[src/rtl/pipe_defs.sv]
// Shared pipeline definitions: Tuse/Tnew encodings, md latency defaults, hazard match helper.
// Latency: n/a (types, constants and a pure function only).
// Backpressure: n/a.
package pipe_defs;

    // Tuse/Tnew are 2-bit cycle counts. A Tuse of 3 means the operand is never read.
    typedef logic [1:0] tcnt_t;

    localparam tcnt_t TUSE_NONE = 2'd3;
    localparam tcnt_t TNEW_E_MAX = 2'd2;
    localparam tcnt_t TNEW_M_MAX = 2'd1;

    localparam int MULT_CYCLES_DEF = 5;
    localparam int DIV_CYCLES_DEF  = 10;

    typedef enum logic {
        MD_IDLE = 1'b0,
        MD_BUSY = 1'b1
    } md_state_t;

    // A D-stage source must wait when a later stage will write it too late.
    // $0 is hardwired, and an unused operand never waits.
    function automatic logic hz_match(input logic [4:0] src, input logic [4:0] dst,
                                      input tcnt_t tuse, input tcnt_t tnew);
        return (src != 5'd0) && (src == dst) && (tuse != TUSE_NONE) && (tuse < tnew);
    endfunction

endpackage

[src/rtl/md_busy_cnt.sv]
// Multiply/divide busy countdown: loads a fixed latency when an md op issues from E.
// Latency: busy rises the cycle after start and stays high for exactly MULT/DIV cycles.
// Backpressure: none; a start while busy is ignored, a killed start never loads.
module md_busy_cnt
    import pipe_defs::*;
#(
    parameter int MULT_CYCLES = MULT_CYCLES_DEF,
    parameter int DIV_CYCLES  = DIV_CYCLES_DEF,
    parameter int CNT_W       = 4
) (
    input  logic clk,
    input  logic reset,
    input  logic start,
    input  logic is_div,
    input  logic kill,
    output logic busy
);

    localparam logic [CNT_W-1:0] MULT_LD = CNT_W'(MULT_CYCLES);
    localparam logic [CNT_W-1:0] DIV_LD  = CNT_W'(DIV_CYCLES);
    localparam logic [CNT_W-1:0] CNT_ONE = CNT_W'(1);

    md_state_t        state, state_nxt;
    logic [CNT_W-1:0] cnt, cnt_nxt;

    // State and count registers; reset aborts any count in flight.
    always_ff @(posedge clk) begin
        if (reset) begin
            state <= MD_IDLE;
            cnt   <= '0;
        end else begin
            state <= state_nxt;
            cnt   <= cnt_nxt;
        end
    end

    // Next state: a flushed start never loads, an issued op always runs to completion.
    always_comb begin
        state_nxt = state;
        cnt_nxt   = cnt;
        case (state)
            MD_IDLE: begin
                if (start && !kill) begin
                    state_nxt = MD_BUSY;
                    cnt_nxt   = is_div ? DIV_LD : MULT_LD;
                end
            end
            MD_BUSY: begin
                cnt_nxt = cnt - CNT_ONE;
                if (cnt == CNT_ONE) begin
                    state_nxt = MD_IDLE;
                end
            end
            default: begin
                state_nxt = MD_IDLE;
                cnt_nxt   = '0;
            end
        endcase
    end

    assign busy = (cnt != '0);

endmodule

[src/rtl/hazard_stall_ctrl.sv]
// Stall/flush scheduler for the 5-stage pipeline: holds PC and F/D, bubbles D/E, flushes on exceptions.
// Latency: stall and flush are combinational in the cycle the hazard or exception appears.
// Backpressure: stall holds PC/F-D and injects a D/E bubble; flush overrides stall; reset forces all outputs low.
module hazard_stall_ctrl
    import pipe_defs::*;
#(
    parameter int MULT_CYCLES = MULT_CYCLES_DEF,
    parameter int DIV_CYCLES  = DIV_CYCLES_DEF,
    parameter int CNT_W       = 4
) (
    input  logic       clk,
    input  logic       reset,
    input  logic [4:0] rs_D,
    input  logic [4:0] rt_D,
    input  logic [1:0] tuse_rs_D,
    input  logic [1:0] tuse_rt_D,
    input  logic       md_use_D,
    input  logic [4:0] a3_E,
    input  logic [1:0] tnew_E,
    input  logic [4:0] a3_M,
    input  logic [1:0] tnew_M,
    input  logic       md_start_E,
    input  logic       md_is_div_E,
    input  logic       exc_req_M,
    output logic       hold_pc,
    output logic       hold_fd,
    output logic       clr_de,
    output logic       flush,
    output logic       md_busy
);

    logic busy_raw;
    logic match_any;
    logic md_stall;
    logic stall;

    md_busy_cnt #(
        .MULT_CYCLES (MULT_CYCLES),
        .DIV_CYCLES  (DIV_CYCLES),
        .CNT_W       (CNT_W)
    ) u_md_busy_cnt (
        .clk    (clk),
        .reset  (reset),
        .start  (md_start_E),
        .is_div (md_is_div_E),
        .kill   (exc_req_M),
        .busy   (busy_raw)
    );

    // Register-dependency stall: either D source waiting on an E or M producer.
    always_comb begin
        match_any = hz_match(rs_D, a3_E, tuse_rs_D, tnew_E)
                  | hz_match(rt_D, a3_E, tuse_rt_D, tnew_E)
                  | hz_match(rs_D, a3_M, tuse_rs_D, tnew_M)
                  | hz_match(rt_D, a3_M, tuse_rt_D, tnew_M);
    end

    // HI/LO consumers wait while the md unit is counting or just issuing.
    always_comb begin
        md_stall = md_use_D & (busy_raw | md_start_E);
        stall    = match_any | md_stall;
    end

    // Flush wins over stall; reset silences every output.
    always_comb begin
        flush   = exc_req_M & ~reset;
        hold_pc = stall & ~exc_req_M & ~reset;
        hold_fd = hold_pc;
        clr_de  = hold_pc;
        md_busy = busy_raw & ~reset;
    end

endmodule
[config.mk]
export PLATFORM = sky130hd
export DESIGN_NAME = hazard_stall_ctrl
export DESIGN_NICKNAME = d
export VERILOG_FILES = /design/src/rtl/pipe_defs.sv /design/src/rtl/md_busy_cnt.sv /design/src/rtl/hazard_stall_ctrl.sv
export SDC_FILE = /design/constraint.sdc
export NUM_CORES = 1
export LEC_CHECK = 0
export CAP_MARGIN = 20
export CORE_MARGIN = 2
export CORE_UTILIZATION = 40
export DETAILED_ROUTE_END_ITERATION = 10
export GPL_TIMING_DRIVEN = 0
export PLACE_DENSITY_LB_ADDON = 0.1
export SYNTH_ARGS = -nofsm -noshare
export SYNTH_HDL_FRONTEND = slang
export SYNTH_SLANG_ARGS = --single-unit
[constraint.sdc]
create_clock -name clk -period 3.58 [get_ports clk]
set_input_delay 0.716 -clock clk [delete_from_list [all_inputs] [get_ports clk]]
set_output_delay 0.716 -clock clk [all_outputs]
set_load 0.01 [all_outputs]
# After elaboration in Yosys (flattened, before gate mapping)

Cells that the tools add are included.

Register bits: 5
Output and inout port bits: 5
Word-level logic and storage cells: 51

$add $sub $neg: 1
$lt $le $gt $ge: 4
Eq/ne operators: 8
Mux-type cells: 6
Bitwise logic cells: 13
Reductions and logical operators: 17

Operators with widths:

| kind                  | count |
|---|---|
| $eq A5 B5 Y1          | 4 |
| $logic_and A1 B1 Y1   | 13 |
| $reduce_bool A5 Y1    | 2 |
| $lt A2 B2 Y1          | 4 |
| $mux W4               | 2 |
| $pmux W4 S2           | 1 |
| $and A1 B1 Y1         | 5 |
| $or A1 B1 Y1          | 5 |
| $eq A4 B1 Y1 const B  | 1 |
| $ne A2 B2 Y1 const B  | 2 |
| $reduce_bool A4 Y1    | 1 |
| $sub A4 B1 Y4 const B | 1 |
| $not A1 Y1            | 3 |
| $mux W1               | 2 |
| $ne A2 B1 Y1 const B  | 1 |
| $pmux W1 S2           | 1 |
| $logic_not A1 Y1      | 1 |

# Depth between registers and ports, before layout

Depth in word-level cells: 10
Gate-level depth with buffers: 7

# Cells and area by module

A second synthesis with hierarchy kept.

Cell total of the unflattened synthesis: 90
Area total of the unflattened synthesis: 726.9 µm²

By module, submodules not included:

| module            | times used | cells an instance | area an instance (µm²) |
|---|---|---|---|
| hazard_stall_ctrl | 1          | 55                | 404.1 |
| md_busy_cnt       | 1          | 35                | 322.8 |

# Worst setup path after synthesis

Ideal clock, no wire load.

Path kind: input port to output port
Start: input rt_D[1]
End: output hold_fd
Arrival: 1.937 ns
Required time: 2.864 ns
Slack: 0.927 ns
Cell stages on the path: 5
Path through: or4_1 nor2_1 a2111oi_1 a221o_1 buf_4

Cells in the longest elaborated chain, start to end: 10
Elaborated cells between the ends (all ways): 15

RTL lines:

| element                                            | RTL line                | text |
|---|---|---|
| start, declared                                    | hazard_stall_ctrl.sv:14 | `input logic [4:0] rt_D,` |
| $eq A5 B5 Y1 or $reduce_bool A5 Y1 (tied branches) | pipe_defs.sv:25         | `return (src != 5'd0) && (src == dst) && (tuse != TUSE_NONE) && (tuse < tnew);` |
| $logic_and A1 B1 Y1 (3 in a row)                   | pipe_defs.sv:25         |  |
| $or A1 B1 Y1                                       | hazard_stall_ctrl.sv:53 | `\| hz_match(rt_D, a3_E, tuse_rt_D, tnew_E)` |
| $or A1 B1 Y1                                       | hazard_stall_ctrl.sv:54 | `\| hz_match(rs_D, a3_M, tuse_rs_D, tnew_M)` |
| $or A1 B1 Y1 *                                     | hazard_stall_ctrl.sv:55 | `\| hz_match(rt_D, a3_M, tuse_rt_D, tnew_M);` |
| $or A1 B1 Y1 *                                     | hazard_stall_ctrl.sv:61 | `stall = match_any \| md_stall;` |
| $and A1 B1 Y1 * (2 in a row)                       | hazard_stall_ctrl.sv:67 | `hold_pc = stall & ~exc_req_M & ~reset;` |
| end, declared                                      | hazard_stall_ctrl.sv:26 | `output logic hold_fd,` |

Every way passes the cells marked *; elsewhere a longest branch is shown, timed or not.

# Worst setup path after layout

Start: input rt_D[3]
End: output clr_de

Cells in the longest elaborated chain, start to end: 10
Elaborated cells between the ends (all ways): 15

RTL lines:

| element                                            | RTL line                | text |
|---|---|---|
| $eq A5 B5 Y1 or $reduce_bool A5 Y1 (tied branches) | pipe_defs.sv:25         |  |
| $logic_and A1 B1 Y1 (3 in a row)                   | pipe_defs.sv:25         |  |
| $or A1 B1 Y1                                       | hazard_stall_ctrl.sv:53 |  |
| $or A1 B1 Y1                                       | hazard_stall_ctrl.sv:54 |  |
| $or A1 B1 Y1 *                                     | hazard_stall_ctrl.sv:55 |  |
| $or A1 B1 Y1 *                                     | hazard_stall_ctrl.sv:61 |  |
| $and A1 B1 Y1 * (2 in a row)                       | hazard_stall_ctrl.sv:67 |  |
| end, declared                                      | hazard_stall_ctrl.sv:27 | `output logic clr_de,` |

Marked as above.

==> flow_summary.toml <==
[worst_setup_path]
critPathLaunchType = "input port"
worstPathMaxFanout = 3
critPathRequiredTime_ps = 2860
critical_path_buf_inv_count = 2
max_stage_delay_ps = 490
worstSetupPathType = "in -> out"
cp_common_cell = "clkdlybuf4s50_1"
cp.arrival_ps = 2740
crit_chain = "clkdlybuf4s50_1 -> or4_1 -> nor2_1 -> a2111oi_1 -> a221o_1 -> clkdlybuf4s50_1"
slowest_stage = "clkdlybuf4s50_1"
cp-end-kind = "output pin"
path_delay_family = "buffers and inverters"

[synthesis]
syn-num-nets = 131
syn_inst = 91
yosysUniqueCellTypes = 26
ys_warn_count = 0
synthArstFlopShare = 0
ys_ff_latch = 5
yosysTopAreaCellShare = 0.1530
synth-edff-count = 0
yosysSeqAreaShare = 0.1457
synthesis.area_sq_um = 686.9
synthTopCellsByArea = "xor2_1 (15%), dfxtp_1 (15%), ha_1 (11%)"
avgSynthCellArea_sq_um = 7.548
synthFlopType = "dfxtp_1"
synth_top_area_cell = "xor2_1"

[die]
dieArea_sq_mm = 0.002065
die_w_um = 45.44
die_y_um = 45.44
coreArea_sq_mm = 0.001559
initial_utilization = 0.4406
io_pins = 39
rows = 14

[sta]
maxSlewHeadroom = 0.7281
tightestPinTransition_ps = 397.5
rsz0062_at_grt = "false"
period_share = 0.9664
fmax_mhz = 289.0
timing.final.ws_setup_ps = 120.4
final.setup_skew_ps = 2.299
final_hold_viol_count = 0
post-route-min-period_ps = 3460
drv_slew = 0
worst_hold_slack_ps = 502.6
setup_viol = 0

[finish]
final_cells = 148
fin_nets = 173
layout-drive-gt1-share = 0.05303
antennaDiodeCount = 0
area_growth_pct = 60.47
fin_util = 0.7071

[global_route]
grt_use_met2 = 0.3521
grt_pass1_vias = 780
grt_pass1_wl_um = 3008
grt_max_degree = 11
grtUsageMet3 = 0.07143
track_usage = 0.2036
antenna_found_initial = 0
top_usage_layer = "met2"
use_met1 = 0.2332
grt_overflow = 0

[place]
place_ws_ps = -56.45
portBuffers = 37
gp_congestion = 0.8685
dp_hpwl_um = 1645
dp.cells = 144

[job]
drv_cap = 0

[power]
ir_drop_mv = 0.2457
power_leakage_nw = 0.4747
power_density_mw_per_mm2 = 224.8
p_total_mw = 0.2478

[status]
status = "finished clean"

[detailed_routing]
wl_per_cell_um = 12.82
antenna_left = 0
drtIter0Drc = 7
first_pass_iters = 4
via_per_inst = 5.514
vias = 816
postRouteWirelength_um = 1897
drc = 0

[worst_hold_path]
hold_path.class = "reg -> reg"

[clock_network]
tritoncts = "yes"
cts_buffer_depth = 2
cts_buffers = 3
cts_root_buffer = "clkbuf_4"
htree_levels = 1
clkSinkCount = 5
clock_latency_ps = 250
clk_pin_slew_ps = 40
routing by layer:
| layer | routed length, um | vias to the layer above |
|---|---|---|
| met5 | 0 | - |
| met4 | 50 | 0 |
| met3 | 152 | 6 |
| met2 | 901 | 46 |
| met1 | 792 | 357 |
| li1 | - | 407 |
what timing repair did:
action,CTS,global route
buffers inserted,0,0
endpoints found under the setup margin,2,1
gates cloned,0,0
hold buffers,0,0
gates resized for setup,5,2
worst min-delay path, cell delays in order, from the launching register on:
cell and delay [ps]:
dfxtp_1 310, o21ai_0 70, a21oi_1 60
metrics by stage:
stage / area, sq um / setup TNS, ps
after floorplan: 686.9 / 0
after global placement: 1077 / -109.8
after detailed placement: 1077 / -112.2
after CTS: 1097 / 0
after global routing: 1102 / 0
final: 1102 / 0
path summary, 6_finish.rpt:
| path | cells after the start | slack (ps) | end | from |
|---|---|---|---|---|
| min reg2reg | 2 | 500 | u_md_busy_cnt.cnt[3] | u_md_busy_cnt.cnt[3] |
| max | 6 | 120 | clr_de | rt_D[3] |
| min | 2 | 500 | u_md_busy_cnt.cnt[3] | u_md_busy_cnt.cnt[3] |
| max reg2reg | 5 | 2330 | u_md_busy_cnt.cnt[1] | u_md_busy_cnt.state |
flip-flops by register name (all words and copies together), names as in the netlist:
register,cells
u_md_busy_cnt.cnt,4
u_md_busy_cnt.state,1
Yosys cell counts, types with 2 or more instances:
library cell	instances
dfxtp_1	5
nand4_1	4
nor4_1	3
xor2_1	12
or4_1	2
xnor2_1	8
o21ai_0	7
ha_1	6
buf_4	2
o22ai_1	2
a21oi_1	6
nor2_1	8
nor2b_1	3
nor3_1	3
nand2_1	4
inv_1	6
power by group:
| part | switching [mW] | total, mW | internal (mW) |
|---|---|---|---|
| combinational | 0.0504 | 0.116 | 0.0660 |
| clock | 0.0237 | 0.0659 | 0.0422 |
| sequential | 0.00472 | 0.0654 | 0.0607 |
cells by family (layout without fill, tap and decap cells):
kind of cell,after synthesis,in the layout,share of synthesized area
AO/OA/AOI/OAI,22,22,0.2058
XOR/XNOR,20,20,0.2550
adder cells (fa/ha/maj),6,6,0.1093
buffers and inverters,10,51,0.06737
flip-flops,5,5,0.1457
multiplexers,1,1,0.01639
AND/OR/NAND/NOR,27,27,0.2003
cell type report:
type                    instances  area, sq um
flip-flops and latches          5        100.1
inverters                       6        22.52
clock buffers                   4        26.28
repair buffers                 37        369.1
plain buffers                   4        23.77
well taps                      16        20.02
multi-input cells              76        540.5
fillers                       140        456.7
cell usage in the layout, fill, tap and decap left out:
cell type | netlist | routed
clkdlybuf4s50_1 | 0 | 30
xor2_1 | 12 | 12
xnor2_1 | 8 | 8
nor2_1 | 8 | 8
o21ai_0 | 7 | 7
inv_1 | 6 | 6
a21oi_1 | 6 | 6
ha_1 | 6 | 6
dlygate4sd2_1 | 0 | 5
dfxtp_1 | 5 | 5
nand4_1 | 4 | 4
nand2_1 | 4 | 4
nor2b_1 | 3 | 3
nor3_1 | 3 | 3
nor4_1 | 3 | 3
clkbuf_4 | 0 | 3
o22ai_1 | 2 | 2
or4_1 | 2 | 2
clkbuf_1 | 1 | 2
buf_4 | 2 | 2
dlymetal6s2s_1 | 0 | 2
buf_2 | 1 | 1
a2111oi_1 | 1 | 1
a2111oi_0 | 1 | 1
o211a_1 | 1 | 1
a221o_1 | 1 | 1
a211oi_1 | 1 | 1
a311oi_1 | 1 | 1
mux2_2 | 1 | 1
o31a_1 | 1 | 1
(Power assumes the default switching activity.)
